[src/rtl/config_reg_arbiter.sv]
// Round-robin arbiter sharing the single config_reg port between host (0) and calibration engine (1).
// Latency: grant edge -> ACCESS (1 cycle) -> RESP with ack (1 cycle); one transaction per 3 cycles.
// Backpressure: requesters hold req with a stable command until ack; CFG_ARB_WPROT_EN enables write-protect for requester 1.
module config_reg_arbiter #(
    parameter int                       ADDR_W  = 3,
    parameter int                       DATA_W  = 16,
    parameter logic [(1<<ADDR_W)-1:0]   WP_MASK = 8'b1011_0000
) (
    input  logic                clk,
    input  logic                reset,
    input  logic                req0,
    input  logic                req1,
    input  logic                wr0,
    input  logic                wr1,
    input  logic [ADDR_W-1:0]   addr0,
    input  logic [ADDR_W-1:0]   addr1,
    input  logic [DATA_W-1:0]   wdata0,
    input  logic [DATA_W-1:0]   wdata1,
    output logic                ack0,
    output logic                ack1,
    output logic [DATA_W-1:0]   rdata0,
    output logic [DATA_W-1:0]   rdata1,
    output logic                err0,
    output logic                err1,
    output logic                busy,
    output logic                cfg_write,
    output logic [ADDR_W-1:0]   cfg_address,
    output logic [DATA_W-1:0]   cfg_data_in,
    input  logic [DATA_W-1:0]   cfg_data_out
);

`ifdef CFG_ARB_WPROT_EN
    localparam bit WPROT_ON = 1'b1;
`else
    localparam bit WPROT_ON = 1'b0;
`endif

    typedef enum logic [1:0] {IDLE, ACCESS, RESP} state_t;

    state_t              r_state;
    logic                r_ptr;      // 0 favours requester 0, 1 favours requester 1
    logic                r_gnt;      // requester owning the current transaction
    logic                r_wr;       // current transaction is a write (even if suppressed)
    logic                r_prot;     // current write is blocked by write-protect
    logic                r_ack0;
    logic                r_ack1;
    logic                r_err1;
    logic                r_busy;
    logic                r_cfg_write;
    logic [ADDR_W-1:0]   r_cfg_address;
    logic [DATA_W-1:0]   r_cfg_data_in;
    logic [DATA_W-1:0]   r_rdata0;
    logic [DATA_W-1:0]   r_rdata1;

    logic                w_pick1;
    logic                w_wr;
    logic [ADDR_W-1:0]   w_addr;
    logic [DATA_W-1:0]   w_wdata;
    logic                w_prot;

    // Requester 1 wins when it is alone or when the pointer favours it
    assign w_pick1 = req1 & (~req0 | r_ptr);
    assign w_wr    = w_pick1 ? wr1    : wr0;
    assign w_addr  = w_pick1 ? addr1  : addr0;
    assign w_wdata = w_pick1 ? wdata1 : wdata0;
    // Only requester 1 writes are ever protected
    assign w_prot  = WPROT_ON & w_pick1 & wr1 & WP_MASK[addr1];

    // Arbitration FSM with all outputs registered; reset aborts any transaction in flight
    always_ff @(posedge clk or negedge reset) begin
        if (!reset) begin
            r_state       <= IDLE;
            r_ptr         <= 1'b0;
            r_gnt         <= 1'b0;
            r_wr          <= 1'b0;
            r_prot        <= 1'b0;
            r_ack0        <= 1'b0;
            r_ack1        <= 1'b0;
            r_err1        <= 1'b0;
            r_busy        <= 1'b0;
            r_cfg_write   <= 1'b0;
            r_cfg_address <= '0;
            r_cfg_data_in <= '0;
            r_rdata0      <= '0;
            r_rdata1      <= '0;
        end else begin
            case (r_state)
                IDLE: begin
                    if (req0 | req1) begin
                        r_gnt         <= w_pick1;
                        r_wr          <= w_wr;
                        r_prot        <= w_prot;
                        r_cfg_address <= w_addr;
                        r_cfg_data_in <= w_wdata;
                        r_cfg_write   <= w_wr & ~w_prot;
                        r_busy        <= 1'b1;
                        r_state       <= ACCESS;
                    end else begin
                        r_cfg_write   <= 1'b0;
                    end
                end
                ACCESS: begin
                    r_cfg_write <= 1'b0;
                    if (!r_wr) begin
                        if (r_gnt) r_rdata1 <= cfg_data_out;
                        else       r_rdata0 <= cfg_data_out;
                    end
                    r_ack0  <= ~r_gnt;
                    r_ack1  <= r_gnt;
                    r_err1  <= r_gnt & r_prot;
                    r_state <= RESP;
                end
                RESP: begin
                    r_ack0  <= 1'b0;
                    r_ack1  <= 1'b0;
                    r_err1  <= 1'b0;
                    r_busy  <= 1'b0;
                    r_ptr   <= ~r_gnt;
                    r_state <= IDLE;
                end
                default: begin
                    r_state <= IDLE;
                end
            endcase
        end
    end

    assign ack0        = r_ack0;
    assign ack1        = r_ack1;
    assign err0        = 1'b0;
    assign err1        = r_err1;
    assign busy        = r_busy;
    assign rdata0      = r_rdata0;
    assign rdata1      = r_rdata1;
    assign cfg_write   = r_cfg_write;
    assign cfg_address = r_cfg_address;
    assign cfg_data_in = r_cfg_data_in;

endmodule

[config.mk]
export PLATFORM = sky130hd
export DESIGN_NAME = config_reg_arbiter
export DESIGN_NICKNAME = d
export VERILOG_FILES = /design/src/rtl/config_reg_arbiter.sv
export SDC_FILE = /design/constraint.sdc
export NUM_CORES = 1
export LEC_CHECK = 0
export CAP_MARGIN = 20
export CORE_MARGIN = 2
export CORE_UTILIZATION = 40
export CTS_CLUSTER_SIZE = 28
export DETAILED_ROUTE_END_ITERATION = 10
export HOLD_SLACK_MARGIN = 0.06
export PLACE_DENSITY = 0.77
export SLEW_MARGIN = 5
export SYNTH_ARGS = -nofsm -noshare
export SYNTH_HDL_FRONTEND = slang
export SYNTH_SLANG_ARGS = --single-unit
export TNS_END_PERCENT = 30
[constraint.sdc]
create_clock -name clk -period 3.9 [get_ports clk]
set_input_delay 0.975 -clock clk [delete_from_list [all_inputs] [get_ports clk]]
set_output_delay 0.975 -clock clk [all_outputs]
set_load 0.02 [all_outputs]
==> results of run 1 <==
## synthesized netlist by cell type
cell type / instances
a31oi_1: 21
nor2b_1: 1
ha_1: 3
mux2_2: 24
a21boi_0: 1
buf_4: 2
inv_1: 6
nor2_1: 24
nand3b_2: 1
nand3_1: 21
o311ai_0: 1
buf_12: 1
clkbuf_1: 9
o21a_1: 1
dfrtp_1: 60
and2b_1: 1
nand3b_1: 1
nand2_1: 1
mux2_4: 10
nor3b_4: 1
a211oi_1: 1
buf_6: 2
o21ai_0: 24
nand2b_1: 1
conb_1: 1
a21oi_1: 1
buf_2: 5
## power groups by stage
stage | clock, mW | combinational (mW) | sequential, mW
detailed placement | 0 | 1.72 | 1.13
global placement | 0 | 1.69 | 1.12
floorplan | 0 | 0.624 | 1.46
global route | 0.519 | 1.83 | 1.16
CTS | 0.494 | 1.73 | 1.12
finish | 0.483 | 1.71 | 1.12
## path summary, 6_finish.rpt
| check | endpoint | slack [ns] | depth (start not counted) |
|---|---|---|---|
| worst min register to register | rdata1[0] | 0.50 | 1 |
| worst max-delay path | cfg_write | 1.33 | 5 |
| min in group clk | rdata1[0] | 0.50 | 1 |
| worst max register to register | rdata0[5] | 1.71 | 4 |
| worst min-delay path | rdata0[3] | 0.50 | 1 |
| max in group asynchronous | cfg_data_in[14] | 2.67 | 3 |
## flip-flops by register name (all words and copies together), names as in the netlist, 2 cells and up
name	cells
rdata0	16
cfg_data_in	16
cfg_address	3
rdata1	16
r_state	2
## through the flow
step	setup slack [ns]	cells	hold slack, ns	power [mW]
floorplan	2.05	226	0.495	2.08
global placement	1.01	401	0.487	2.81
detailed placement	1.00	401	0.493	2.85
CTS	1.35	416	0.506	3.34
global route	1.13	417	0.499	3.52
finish	1.33	417	0.497	3.31
## final cells by class
| class | instances | share of cell area [%] |
|---|---|---|
| Clock buffer | 13 | 3.98 |
| Clock inverter | 2 | 0.251 |
| Inverter | 6 | 0.564 |
| Multi-Input combinational cell | 141 | 25.3 |
| Sequential cell | 60 | 37.6 |
| Tap cell | 77 | 2.41 |
| Timing Repair Buffer | 118 | 29.9 |
## per-layer routing
metal,vias to the layer above,share of wire [%]
met2,95,46
met5,-,0
met1,1031,45
li1,1017,-
met4,0,1.9
met3,13,7.1
## kinds of logic (layout without fill, tap and decap cells)
kind of cell / Yosys count / after routing / synth area share (%)
flops: 60 / 60 / 56.7
simple gates: 52 / 52 / 9.69
compound gates: 50 / 50 / 10.9
mux: 34 / 34 / 15.9
buf+inv: 25 / 139 / 5.25
fa+ha+maj: 3 / 3 / 1.42
other cells: 1 / 2 / 0.142
==> flow_metrics.tcl, run 1 <==
set metrics [dict create \
    layout_commonest_cell "clkdlybuf4s50_1" \
    min_period_ns 2.57 \
    r2r_start "r_state[1]" \
    nNetsFinal 399 \
    fmax_mhz 389 \
    fin_util_pct 62.5 \
    clkPwrFrac_pct 14.6 \
    setup_viol 0 \
    cp_slowest_stage_delay_ns 0.68 \
    initial_core_util_pct 41.4 \
    hold_viol 0 \
    grt.overflow.total 0 \
    cp_num_buf_inv 3 \
    crit_chain "clkdlybuf4s50_1, buf_4, inv_1, o21ai_0, a211oi_1" \
    cts-resized-gates 0 \
    dpl-instance-area_sq_um 3800 \
    root_buffer "clkbuf_8" \
    h-tree-depth 3 \
    switching_power_mw 1.22 \
    slew_headroom_pct 27.3 \
    synth_top_area_cell "dfrtp_1" \
    met3_usage_pct 4.38 \
    rsz0062_at_grt "no" \
    grt_busiest_layer "met2" \
    use_met1_pct 25.1 \
    clkLatencyLatePin_ns 0.33 \
    finalWeightedCongestion 0.723 \
    cts_setup_buffers 0 \
    peakVddDrop_v 0.000570 \
    fin_crit_sh_pct 65.9 \
    numCtsBuffers 9 \
    seq_area_sq_um 1500 \
    critPathMaxFanout 20 \
    route.detailed.vias_per_inst 5.17 \
    fin_tns_setup_ns 0 \
    grt_pass1_vias 2237 \
    comb_power_share_pct 51.6 \
    diodes 0 \
    swShare_pct 36.8 \
    multiInputGateArea_sq_um 1010 \
    wire_per_inst_um 16.0 \
    yosys_warnings 0 \
    clk_pin_slew_ns 0.06 \
    fin_area_sq_um 3990 \
    hp-class "primary input to asynchronous set/reset pin" \
    drt_wl_total_um 6660 \
    drive_above_1_share_pct 15.9 \
    synthCells 225 \
    cts_sinks 60 \
    final_cell_mix "clkdlybuf4s50_1 (113), dfrtp_1 (60), nor2_1 (24), mux2_2 (24), o21ai_0 (24)" \
    cts_tree "built" \
    die_w_um 85.3 \
    grt_antenna_before_repair 0 \
    grt_pass1_wl_um 10800 \
    yosys-top-cells-area "dfrtp_1 (57%), mux2_2 (10%), mux2_4 (5.7%)" \
    num_vias 2156 \
    fp.dieH_um 85.3 \
    drc_errors 0 \
    cp-end-kind "register" \
    rows 29 \
    crit_family "buffers and inverters" \
    startpoint_type "primary input" \
    pwr-share-seq_pct 33.8 \
    leakagePower_nw 1.65 \
    die-area_sq_um 7280 \
    cts.path.max_buffers 2 \
    crit_type "primary input to register" \
    synth_top_area_share_pct 56.7 \
    core_area_sq_um 6390 \
    slowest_stage "clkdlybuf4s50_1" \
    skew_ns 0.00644 \
    cp.arrival_ns 2.81 \
    port_buffers 114 \
    dp_hpwl_um 4740 \
    antenna_left 0 \
    drtIter0Drc 84 \
    status "finished clean" \
    grt_max_degree 47 \
    area_growth_pct 50.8 \
    fillCellCount 516 \
    use_met2_pct 30.0 \
    ys_types 27 \
    maxSlewViolCount 0 \
    required_ns 4.14 \
    ios 117 \
    synth_area_per_cell_sq_um 11.8 \
    cts_hold_buf 0 \
    crit_start "req1" \
    maxCapViolations 0 \
    ys_ff_latch 60 \
    tightestPinTransition_ns 1.09 \
    intPower_mw 2.10 \
    power_density_nw_per_um2 831 \
    synthesis.area_sq_um 2650 \
    grt_use_total_pct 19.1 \
    drt_first_pass_iters 4 \
    ys_seq_area_share_pct 56.7 \
]
No activity file was read; power rests on OpenSTA's default activity.
==> run 2: changes to the inputs <==
Clock period 3.9 ns to 2.6 ns, I/O delays scaled along.
==> run 2 against run 1 <==
Clock power is 65% higher. Sequential power up 51%. Sequential cell count is the same. Global-route usage up 0.098 points. Final cell count rose by 0.96%. Critical path depth is 4 lower. Via count is essentially flat. Design area grew 1.1%. Critical path type is now register to output pin. Critical endpoint is now busy.
==> flow_metrics.tcl, run 2 (synthesis gave the netlist of run 1 again) <==
set metrics [dict create \
    h-tree-depth 3 \
    grt_pass1_wl_um 10900 \
    critPathMaxFanout 3 \
    fin_area_sq_um 4040 \
    area_growth_pct 52.5 \
    tightestPinTransition_ns 0.633 \
    grt_use_total_pct 19.2 \
    setup_viol 0 \
    route.detailed.vias_per_inst 5.13 \
    maxCapViolations 0 \
    cp-end-kind "output pin" \
    cts_setup_buffers 0 \
    slowest_stage "clkdlybuf4s50_1" \
    root_buffer "clkbuf_8" \
    r2r_start "r_state[1]" \
    antenna_left 0 \
    cts-resized-gates 0 \
    initial_core_util_pct 41.4 \
    hp-class "primary input to asynchronous set/reset pin" \
    drt_first_pass_iters 4 \
    rsz0062_at_grt "no" \
    slew_headroom_pct 57.8 \
    fmax_mhz 507 \
    dpl-instance-area_sq_um 3850 \
    maxSlewViolCount 0 \
    clk_pin_slew_ns 0.06 \
    cts_sinks 60 \
    crit_chain "clkdlybuf4s50_1" \
    worst_slack_ns 0.629 \
    startpoint_type "register" \
    cts.path.max_buffers 2 \
    layout_commonest_cell "clkdlybuf4s50_1" \
    dp_hpwl_um 5020 \
    grt_pass1_vias 2156 \
    drtIter0Drc 69 \
    reg2reg_to "rdata0[10]" \
    die-area_sq_um 7280 \
    grt_max_degree 35 \
    rows 29 \
    post-place-cells 406 \
    crit_family "buffers and inverters" \
    die_w_um 85.3 \
    port_buffers 114 \
    wire_per_inst_um 16.5 \
    cts_hold_buf 0 \
    grt_antenna_before_repair 0 \
    fin_crit_sh_pct 75.8 \
    drc_errors 0 \
    fin_util_pct 63.2 \
    num_vias 2158 \
    hold_viol 0 \
    timing.hold.ws_ns 0.341 \
    status "finished clean" \
    numCtsBuffers 9 \
    cp_slowest_stage_delay_ns 0.62 \
    grt.overflow.total 0 \
    finalWeightedCongestion 0.750 \
    drt_wl_total_um 6930 \
    crit_type "register to output pin" \
    cp_num_buf_inv 1 \
    required_ns 1.95 \
    final_cell_mix "clkdlybuf4s50_1 (113), dfrtp_1 (60), nor2_1 (24), mux2_2 (24), o21ai_0 (24)" \
    fin_tns_setup_ns 0 \
    clkLatencyLatePin_ns 0.32 \
    drive_above_1_share_pct 16.6 \
    instances_no_fill 421 \
    power_mw 5.08 \
    cp.arrival_ns 1.32 \
    fp.dieH_um 85.3 \
    core_area_sq_um 6390 \
    cts_tree "built" \
    skew_ns 0.00463 \
    ios 117 \
    peakVddDrop_v 0.000790 \
    power_density_nw_per_um2 1260 \
    reg2regPathDepth 5 \
    dp_worst_setup_slack_ns 0.454 \
    min_period_ns 1.97 \
    nNetsFinal 403 \
    diodes 0 \
    timing.reg2reg.setup_slack_ns 0.85 \
    leakagePower_nw 1.68 \
]
==> run 2: cell count changes in the layout (fill, tap and decap cells not counted) <==
cell       change
clkbuf_8       -1
clkinv_2       -1
clkbuf_1       +1
bufinv_16      +1
buf_4          +4
==> run 2: how the worst max path moves through the flow <==
stage | from | to | slack [ns] | depth (start not counted)
after floorplan | r_state[1] | rdata0[0] | 0.99 | 5
after global placement | req0 | r_wr | 0.53 | 5
after detailed placement | req0 | cfg_data_in[14] | 0.45 | 5
after CTS | busy | busy | 0.62 | 1
after global routing | busy | busy | 0.58 | 1
final | busy | busy | 0.63 | 1
==> run 2: layout make-up <==
class                      count  area [sq um]
clock buffer                  13           149
fill                         521          2350
inverter                       6          22.5
clock inverter                 2          35.0
sequential                    60          1500
multi-input combinational    141          1010
tap                           77          96.3
timing repair buffer         122          1220
==> run 2: metal layers <==
metal	global-route usage (%)	part of all wire (%)
met1	25.2	44
met2	31.5	47
met3	4.57	7.6
met4	6.06	1.2
met5	0	0
==> run 2: where the power goes <==
part / switching [mW] / leakage, nW / internal, mW
clock: 0.334 / 0.0935 / 0.463
sequential: 0.284 / 0.697 / 1.41
combinational: 1.23 / 0.886 / 1.35
==> run 3: changes to the inputs <==
Settings changed: CORE_UTILIZATION 40 to 38.
Clock period 2.6 ns to 1.6 ns, I/O delays scaled along.
==> run 3 against run 2 <==
Worst hold slack better by 0.14 ns. Worst setup slack lost 0.57 ns. Wire length decreased by 4.6%. First-iteration DRC count did not move. Global-route usage down 1.5 points. Critical path type is now register to register. Largest power group unchanged. Highest routed layer unchanged.
==> flow_metrics.tcl, run 3 (synthesis gave the netlist of run 1 again) <==
set metrics [dict create \
    grt_pass1_vias 2093 \
    fin_crit_sh_pct 96.1 \
    drive_above_1_share_pct 18.9 \
    grt_use_total_pct 17.8 \
    wire_per_inst_um 15.4 \
    critPathMaxFanout 16 \
    route.detailed.vias_per_inst 5.03 \
    layout_commonest_cell "dfrtp_1" \
    diodes 0 \
    peakVddDrop_v 0.000944 \
    cts_tree "built" \
    die-area_sq_um 7650 \
    r2r_start "r_state[1]" \
    fp.dieH_um 87.5 \
    root_buffer "clkbuf_8" \
    cp_slowest_stage_delay_ns 0.40 \
    cp_num_cells 5 \
    drt_wl_total_um 6620 \
    setup_viol 0 \
    clkLatencyLatePin_ns 0.33 \
    grt.overflow.total 0 \
    drc_errors 0 \
    timing.reg2reg.setup_slack_ns 0.06 \
    drtIter0Drc 69 \
    startpoint_type "register" \
    h-tree-depth 3 \
    cts_sinks 60 \
    hold_viol 0 \
    power_density_nw_per_um2 1910 \
    nNetsFinal 408 \
    final_cell_mix "dfrtp_1 (60), clkdlybuf4s50_1 (58), dlygate4sd2_1 (55)" \
    multiInputGateArea_sq_um 1010 \
    cp.arrival_ns 1.75 \
    area_growth_pct 53.7 \
    antenna_left 0 \
    reg2regPathDepth 5 \
    required_ns 1.81 \
    crit_family "flip-flops" \
    rsz0062_at_grt "no" \
    reg2reg_to "rdata0[10]" \
    die_w_um 87.5 \
    port_buffers 114 \
    maxCapViolations 0 \
    min_period_ns 1.54 \
    seq_area_sq_um 1500 \
    skew_ns 0.00968 \
    num_vias 2161 \
    grt_max_degree 51 \
    crit_chain "inv_1, ha_2, nor3b_4, buf_12, mux2_2" \
    hp-class "primary input to asynchronous set/reset pin" \
    fmax_mhz 650 \
    fillCellCount 599 \
    ios 117 \
    drt_first_pass_iters 4 \
    initial_core_util_pct 39.2 \
    fin_util_pct 60.2 \
    numCtsBuffers 9 \
    finalWeightedCongestion 0.725 \
    rows 30 \
    core_area_sq_um 6760 \
    slowest_stage "dfrtp_1" \
    post-place-cells 413 \
    dp_hpwl_um 4710 \
    maxSlewViolCount 0 \
    cp-end-kind "register" \
    clk_pin_slew_ns 0.07 \
    grt_pass1_wl_um 10300 \
    cts.path.max_buffers 2 \
    status "finished clean" \
    instances_no_fill 430 \
    cp_num_buf_inv 2 \
    leakagePower_nw 1.78 \
    crit_type "register to register" \
    grt_antenna_before_repair 0 \
]
[run 3: through the flow]
step | hold WS (ns) | instance area [sq um] | power, mW | setup TNS (ns) | setup slack (ns)
floorplan | 0.104 | 2650 | 5.08 | 0 | 0.00255
global placement | 0.290 | 3940 | 6.99 | -1.64 | -0.0971
detailed placement | 0.290 | 3940 | 7.11 | -2.36 | -0.175
CTS | 0.465 | 4070 | 7.86 | 0 | 0.0597
global route | 0.473 | 4070 | 8.31 | 0 | 0.00587
finish | 0.479 | 4070 | 7.76 | 0 | 0.0627
[run 3: timing repair]
action                                  in CTS  in global routing
resized for setup                           55                  0
endpoints found under the setup margin      55                  0
hold buffers                                 1                  0
hold endpoints to repair                    10                  0
buffers inserted                             0                  0
[run 3: final cells by class]
type,count,share of cell area (%)
Timing Repair Buffer,127,30.6
Sequential cell,60,36.9
Tap cell,80,2.46
Clock buffer,11,3.72
Multi-Input combinational cell,141,24.9
Inverter,6,0.554
Clock inverter,5,0.892
[run 3: how the worst max path moves through the flow]
stage                     from             end  slack [ns]
finish              r_state[1]      rdata0[10]        0.06
global route        r_state[1]      rdata0[10]       0.006
CTS                 r_state[1]      rdata0[10]        0.06
detailed placement        req1  cfg_data_in[0]       -0.18
global placement          req1            busy        -0.1
floorplan           r_state[1]       rdata0[0]       0.003
[run 3: layer usage]
layer / track usage [%] / wire length (um)
met3: 6.54 / 467
met4: 6.01 / 85
met2: 28.2 / 3120
met5: 0 / 0
met1: 22.3 / 2940
[run 3: power by group]
group | switching [mW] | internal (mW)
Sequential | 0.421 | 2.29
Combinational | 2.01 | 1.80
Clock | 0.599 | 0.645
